**config.mk**
```make
export PLATFORM = sky130hd
export DESIGN_NAME = clk_div_multi
export DESIGN_NICKNAME = d
export VERILOG_FILES = /design/src/rtl/clk_div_multi.sv
export SDC_FILE = /design/constraint.sdc
export NUM_CORES = 1
export LEC_CHECK = 0
export ABC_AREA = 0
export ABC_CLOCK_PERIOD_IN_PS = 1800
export CAP_MARGIN = 20
export CORE_ASPECT_RATIO = 0.9
export CORE_UTILIZATION = 35
export CTS_CLUSTER_SIZE = 20
export DETAILED_ROUTE_END_ITERATION = 12
export GPL_TIMING_DRIVEN = 1
export PLACE_DENSITY = 0.48
export SLEW_MARGIN = 30
export SYNTH_ARGS = -nofsm -noshare
export SYNTH_HDL_FRONTEND = slang
export SYNTH_SLANG_ARGS = --single-unit
```
**constraint.sdc**
```tcl
create_clock -name i_clk -period 1.8 [get_ports i_clk]
set_input_delay 0.36 -clock i_clk [delete_from_list [all_inputs] [get_ports i_clk]]
set_output_delay 0.36 -clock i_clk [all_outputs]
set_load 0.02 [all_outputs]
```
**src/rtl/clk_div_multi.sv**
```systemverilog
// Multi-channel integer clock divider with staged per-channel configuration.
// Each channel has a 50% duty divided clock, a bypass, a rising-edge tick and a pending flag.
module clk_div_multi #(
  parameter int NCH     = 4,
  parameter int DIV_W   = 8,
  parameter int RST_DIV = 3,
  parameter int RST_EN  = 1,
  localparam int CH_W   = (NCH > 1) ? $clog2(NCH) : 1
) (
  input  logic             i_clk,
  input  logic             i_rst_n,
  input  logic             i_cfg_we,
  input  logic [CH_W-1:0]  i_cfg_ch,
  input  logic [DIV_W-1:0] i_cfg_div,
  input  logic             i_cfg_en,
  input  logic             i_cfg_byp,
  output logic [NCH-1:0]   o_clk,
  output logic [NCH-1:0]   o_tick,
  output logic [NCH-1:0]   o_pend
);

  for (genvar c = 0; c < NCH; c++) begin : g_ch
    logic [DIV_W-1:0] cur_div;
    logic [DIV_W-1:0] cnt;
    logic [DIV_W-1:0] pend_div;
    logic             en;
    logic             byp_r;
    logic             div_clk;
    logic             tick_r;
    logic             pend;
    logic             pend_en;
    logic             pend_byp;
    logic             wr_hit;
    logic             at_top;
    logic             fall;
    logic             apply;

    // Channel indices >= NCH match no channel, so such writes are dropped.
    assign wr_hit = i_cfg_we && (i_cfg_ch == CH_W'(c));
    assign at_top = en && (cnt == cur_div);
    assign fall   = at_top && div_clk;
    // Staged config lands only at a full-period end or while the channel sits stopped low.
    assign apply  = pend && (fall || (!div_clk && !en));

    always_ff @(posedge i_clk) begin
      if (!i_rst_n) begin
        cur_div  <= DIV_W'(RST_DIV);
        en       <= (RST_EN != 0);
        byp_r    <= 1'b0;
        cnt      <= '0;
        div_clk  <= 1'b0;
        tick_r   <= 1'b0;
        pend     <= 1'b0;
        pend_div <= '0;
        pend_en  <= 1'b0;
        pend_byp <= 1'b0;
      end else begin
        if (apply) begin
          cur_div <= pend_div;
          en      <= pend_en;
          byp_r   <= pend_byp;
          cnt     <= '0;
          div_clk <= 1'b0;
        end else if (at_top) begin
          cnt     <= '0;
          div_clk <= ~div_clk;
        end else if (en) begin
          cnt     <= cnt + DIV_W'(1);
        end else begin
          cnt     <= '0;
          div_clk <= 1'b0;
        end

        tick_r <= at_top && !div_clk;

        // A write on the apply cycle wins the pending slot, so pend stays set.
        if (wr_hit) begin
          pend     <= 1'b1;
          pend_div <= i_cfg_div;
          pend_en  <= i_cfg_en;
          pend_byp <= i_cfg_byp;
        end else if (apply) begin
          pend     <= 1'b0;
        end
      end
    end

    assign o_clk[c]  = byp_r ? i_clk : div_clk;
    assign o_tick[c] = tick_r;
    assign o_pend[c] = pend;
  end

endmodule

```
==> flow_metrics.env <==
export IMPL_drt_pass1_iter_count=5
export IMPL_worstPathMaxFanout=2
export IMPL_drt_total_wl_mm=17.38
export IMPL_synth_top_area_cell="dfxtp_1"
export IMPL_crit_required_ns=1.44
export IMPL_die_w_um=142.4
export IMPL_syn_area_per_cell_um2=8.265
export IMPL_ys_top_cells_by_area="dfxtp_1, nand2_1, xnor2_1, a21oi_1, nor3_1"
export IMPL_power_density_mw_per_mm2=1011
export IMPL_switching_share_pct=24.95
export IMPL_cts_tree="done"
export IMPL_seq_area_mm2=0.002486
export IMPL_crit_type="clk2out"
export IMPL_setup_viol=2
export IMPL_grt_max_degree=46
export IMPL_comb_power_share_pct=8.7
export IMPL_final_nets=823
export IMPL_drc_errors=0
export IMPL_fillers=1761
export IMPL_ys_types=43
export IMPL_synth_main_ff_cell="dfxtp_1"
export IMPL_switching_power_w=0.001940
export IMPL_clkLatencyLatePin_ns=0.53
export IMPL_synth_top_area_share_pct=39.99
export IMPL_ios=27
export IMPL_place_congestion=0.8049
export IMPL_wl_per_cell_um=16.52
export IMPL_ys_seq_elements=124
export IMPL_drv_cap=0
export IMPL_status="finished, violations left"
export IMPL_slew_violations=0
export IMPL_vias_per_cell=5.496
export IMPL_r2r_start="g_ch[2].cur_div[3]$_SDFFE_PN0P_"
export IMPL_worst_pin_slew_ns=0.5706
export IMPL_global_route_overflow_total=0
export IMPL_synth_seq_area_share_pct=39.99
export IMPL_core_area_mm2=0.01712
export IMPL_netlist_area_mm2=0.006207
export IMPL_startpoint_type="clock port"
export IMPL_clk_pin_slew_ns=0.05
export IMPL_yosys_warnings=0
export IMPL_num_vias=5782
export IMPL_synth_cells=751
export IMPL_crit_end="o_clk[2]"
export IMPL_rrSetupSlack_ns=0.07
export IMPL_p_clk_share_pct=53.8
export IMPL_area_growth_syn_to_layout_pct=23.87
export IMPL_synth_edf_count=0
export IMPL_die_area_mm2=0.01827
export IMPL_port_buffers=26
export IMPL_fin_ws_ns=-0.1165
export IMPL_antenna_found_initial=0
export IMPL_rows=45
export IMPL_dp_hpwl_mm=11.67
export IMPL_finalHoldViolations=0
export IMPL_ant_nets=0
export IMPL_arrival_ns=1.56
export IMPL_layout_drive_gt1_share_pct=13.22
export IMPL_critPathCaptureType="output pin"
export IMPL_grt_pass1_wl_mm=28.09
export IMPL_drtIter0Drc=456
export IMPL_track_usage_pct=20.12
export IMPL_ir_drop_v=0.0006593
export IMPL_reg2regPathDepth=4
export IMPL_grt_pass1_vias=5412
export IMPL_p_leak_nw=2.834
export IMPL_power_internal_w=0.005834
export IMPL_antennaDiodeCount=0
export IMPL_grt_setup_unrepaired="yes"
export IMPL_slew_headroom_pct=61.88
export IMPL_crit_start="i_clk"
export IMPL_violations="negative setup slack"
export IMPL_r2r_end="g_ch[2].div_clk$_SDFFE_PP0P_"
export IMPL_seq_power_share_pct=37.5
export IMPL_multiInputGateArea_mm2=0.003468
export IMPL_hold_ws_ns=0.2777
export IMPL_die_h_um=128.3
export IMPL_finClkSkew_ns=0.006468
export IMPL_initial_core_util_pct=36.26
export IMPL_ys_async_sr_fraction_pct=0
export IMPL_min_path_type="in2reg"
export IMPL_syn_nets=770
export IMPL_total_power_w=0.007774
flip-flops by register name (all words and copies together), names as in the netlist:
register       flops
g_ch.cnt          32
g_ch.cur_div      32
g_ch.pend_div     32
g_ch.byp_r         4
g_ch.div_clk       4
g_ch.en            4
g_ch.pend          4
g_ch.pend_byp      4
g_ch.pend_en       4
g_ch.tick_r        4
layer usage:
layer	wire, um	GRT usage, %	part of all wire [%]
met1	8390	26.80	48
met2	7747	29.84	45
met3	965	6.215	5.6
met4	274	8.982	1.6
met5	0	0	0
layout make-up:
| type | count | share of cell area, % |
|---|---|---|
| Clock buffer | 37 | 8.918 |
| Tap cell | 235 | 3.824 |
| Sequential cell | 124 | 32.34 |
| Inverter | 19 | 0.9276 |
| Multi-Input combinational cell | 561 | 45.11 |
| Timing Repair Buffer | 71 | 7.876 |
| Clock inverter | 5 | 1.009 |
cell usage after synthesis (all sizes together), types with 3 or more instances:
| cell type | instances |
|---|---|
| a21boi | 9 |
| xnor2 | 36 |
| nor2b | 3 |
| a31oi | 8 |
| and3 | 33 |
| nor4 | 6 |
| nand2b | 6 |
| nand3b | 10 |
| ha | 4 |
| nand3 | 20 |
| a22oi | 18 |
| xor2 | 20 |
| buf | 14 |
| nor3b | 6 |
| nor2 | 7 |
| a21oi | 55 |
| nand4 | 18 |
| a311o | 6 |
| a221o | 18 |
| o2bb2ai | 18 |
| dfxtp | 124 |
| o211ai | 10 |
| a221oi | 4 |
| and4 | 11 |
| o2111ai | 10 |
| nand2 | 136 |
| o21ai | 23 |
| clkbuf | 34 |
| and2 | 6 |
| inv | 19 |
| nor3 | 50 |
repair_timing:
item,in CTS,in global routing
hold buffers,0,0
pin swaps,0,2
setup buffers,2,4
gates cloned,0,1
resized for setup,33,16
setup endpoints to repair,20,14
power by group through the flow:
stage	clock network, W	registers (W)	logic [W]
2_1_floorplan	0.0000198	0.00295	0.000398
3_5_place_dp	0.0000360	0.00297	0.000657
4_1_cts	0.00435	0.00291	0.000655
5_1_grt	0.00445	0.00292	0.000744
3_3_place_gp	0.0000360	0.00297	0.000644
6_report	0.00419	0.00291	0.000677
worst max-delay path, stage by stage:
cell	delay (ns)
clkbuf_16	0.12
clkbuf_16	0.14
mux2_4	0.26
buf_6	0.13
kinds of logic (layout without fill, tap and decap cells):
family	after synthesis	count (layout)	synth area share, %
multiplexers	1	1	0.1814
XOR/XNOR	56	56	7.902
flip-flops	124	124	39.99
adder cells (fa/ha/maj)	4	4	0.8063
AO/OA/AOI/OAI	182	182	20.58
AND/OR/NAND/NOR	317	318	25.78
buffers and inverters	67	132	4.757
metrics by stage:
step | TNS, ns | cell area (um^2) | instances | utilization (%) | setup slack, ns
after floorplan | 0 | 6207 | 751 | - | 0.1618
after global routing | -0.2622 | 7689 | 1052 | 44.92 | -0.1323
after CTS | -0.5024 | 7629 | 1048 | 44.57 | -0.1445
after detailed placement | -0.7357 | 6903 | 1010 | 40.33 | -0.2254
final | -0.1981 | 7689 | 1052 | 44.92 | -0.1165
after global placement | -0.5608 | 6903 | 1010 | 40.33 | -0.2254
worst min-delay path by stage:
stage                                                start                          endpoint  cells past startpoint
after floorplan           g_ch[0].pend_div[0]$_SDFFE_PN0P_  g_ch[0].pend_div[0]$_SDFFE_PN0P_                      2
after global placement    g_ch[2].pend_div[1]$_SDFFE_PN0P_  g_ch[2].pend_div[1]$_SDFFE_PN0P_                      2
after detailed placement  g_ch[1].pend_div[0]$_SDFFE_PN0P_  g_ch[1].pend_div[0]$_SDFFE_PN0P_                      2
after CTS                                          i_rst_n           g_ch[1].en$_SDFFE_PN1P_                      3
after global routing                               i_rst_n           g_ch[1].en$_SDFFE_PN1P_                      3
final                                              i_rst_n           g_ch[1].en$_SDFFE_PN1P_                      3
layout by cell type (no fill, tap or decap), types with 3 or more instances in the layout:
| cell type | instances |
|---|---|
| nand2_1 | 133 |
| dfxtp_1 | 121 |
| a21oi_1 | 55 |
| buf_4 | 50 |
| nor3_1 | 49 |
| xnor2_1 | 36 |
| and3_1 | 33 |
| nand3_1 | 20 |
| o21ai_0 | 20 |
| clkbuf_16 | 20 |
| xor2_1 | 19 |
| inv_1 | 18 |
| nand4_1 | 18 |
| a22oi_1 | 18 |
| o2bb2ai_1 | 18 |
| a221o_1 | 18 |
| clkdlybuf4s50_1 | 13 |
| and4_1 | 11 |
| o211ai_1 | 10 |
| nand3b_1 | 10 |
| o2111ai_1 | 10 |
| a21boi_0 | 9 |
| a31oi_1 | 8 |
| clkbuf_8 | 8 |
| nor2_1 | 6 |
| nand2b_1 | 6 |
| and2_1 | 6 |
| a311o_1 | 6 |
| nor4_1 | 6 |
| dlygate4sd2_1 | 6 |
| nor3b_1 | 5 |
| a221oi_1 | 4 |
| ha_1 | 4 |
| buf_6 | 4 |
| nand2_2 | 3 |
| nor2b_1 | 3 |
| dfxtp_2 | 3 |
Note: power is estimated with default switching activity, not from simulation.
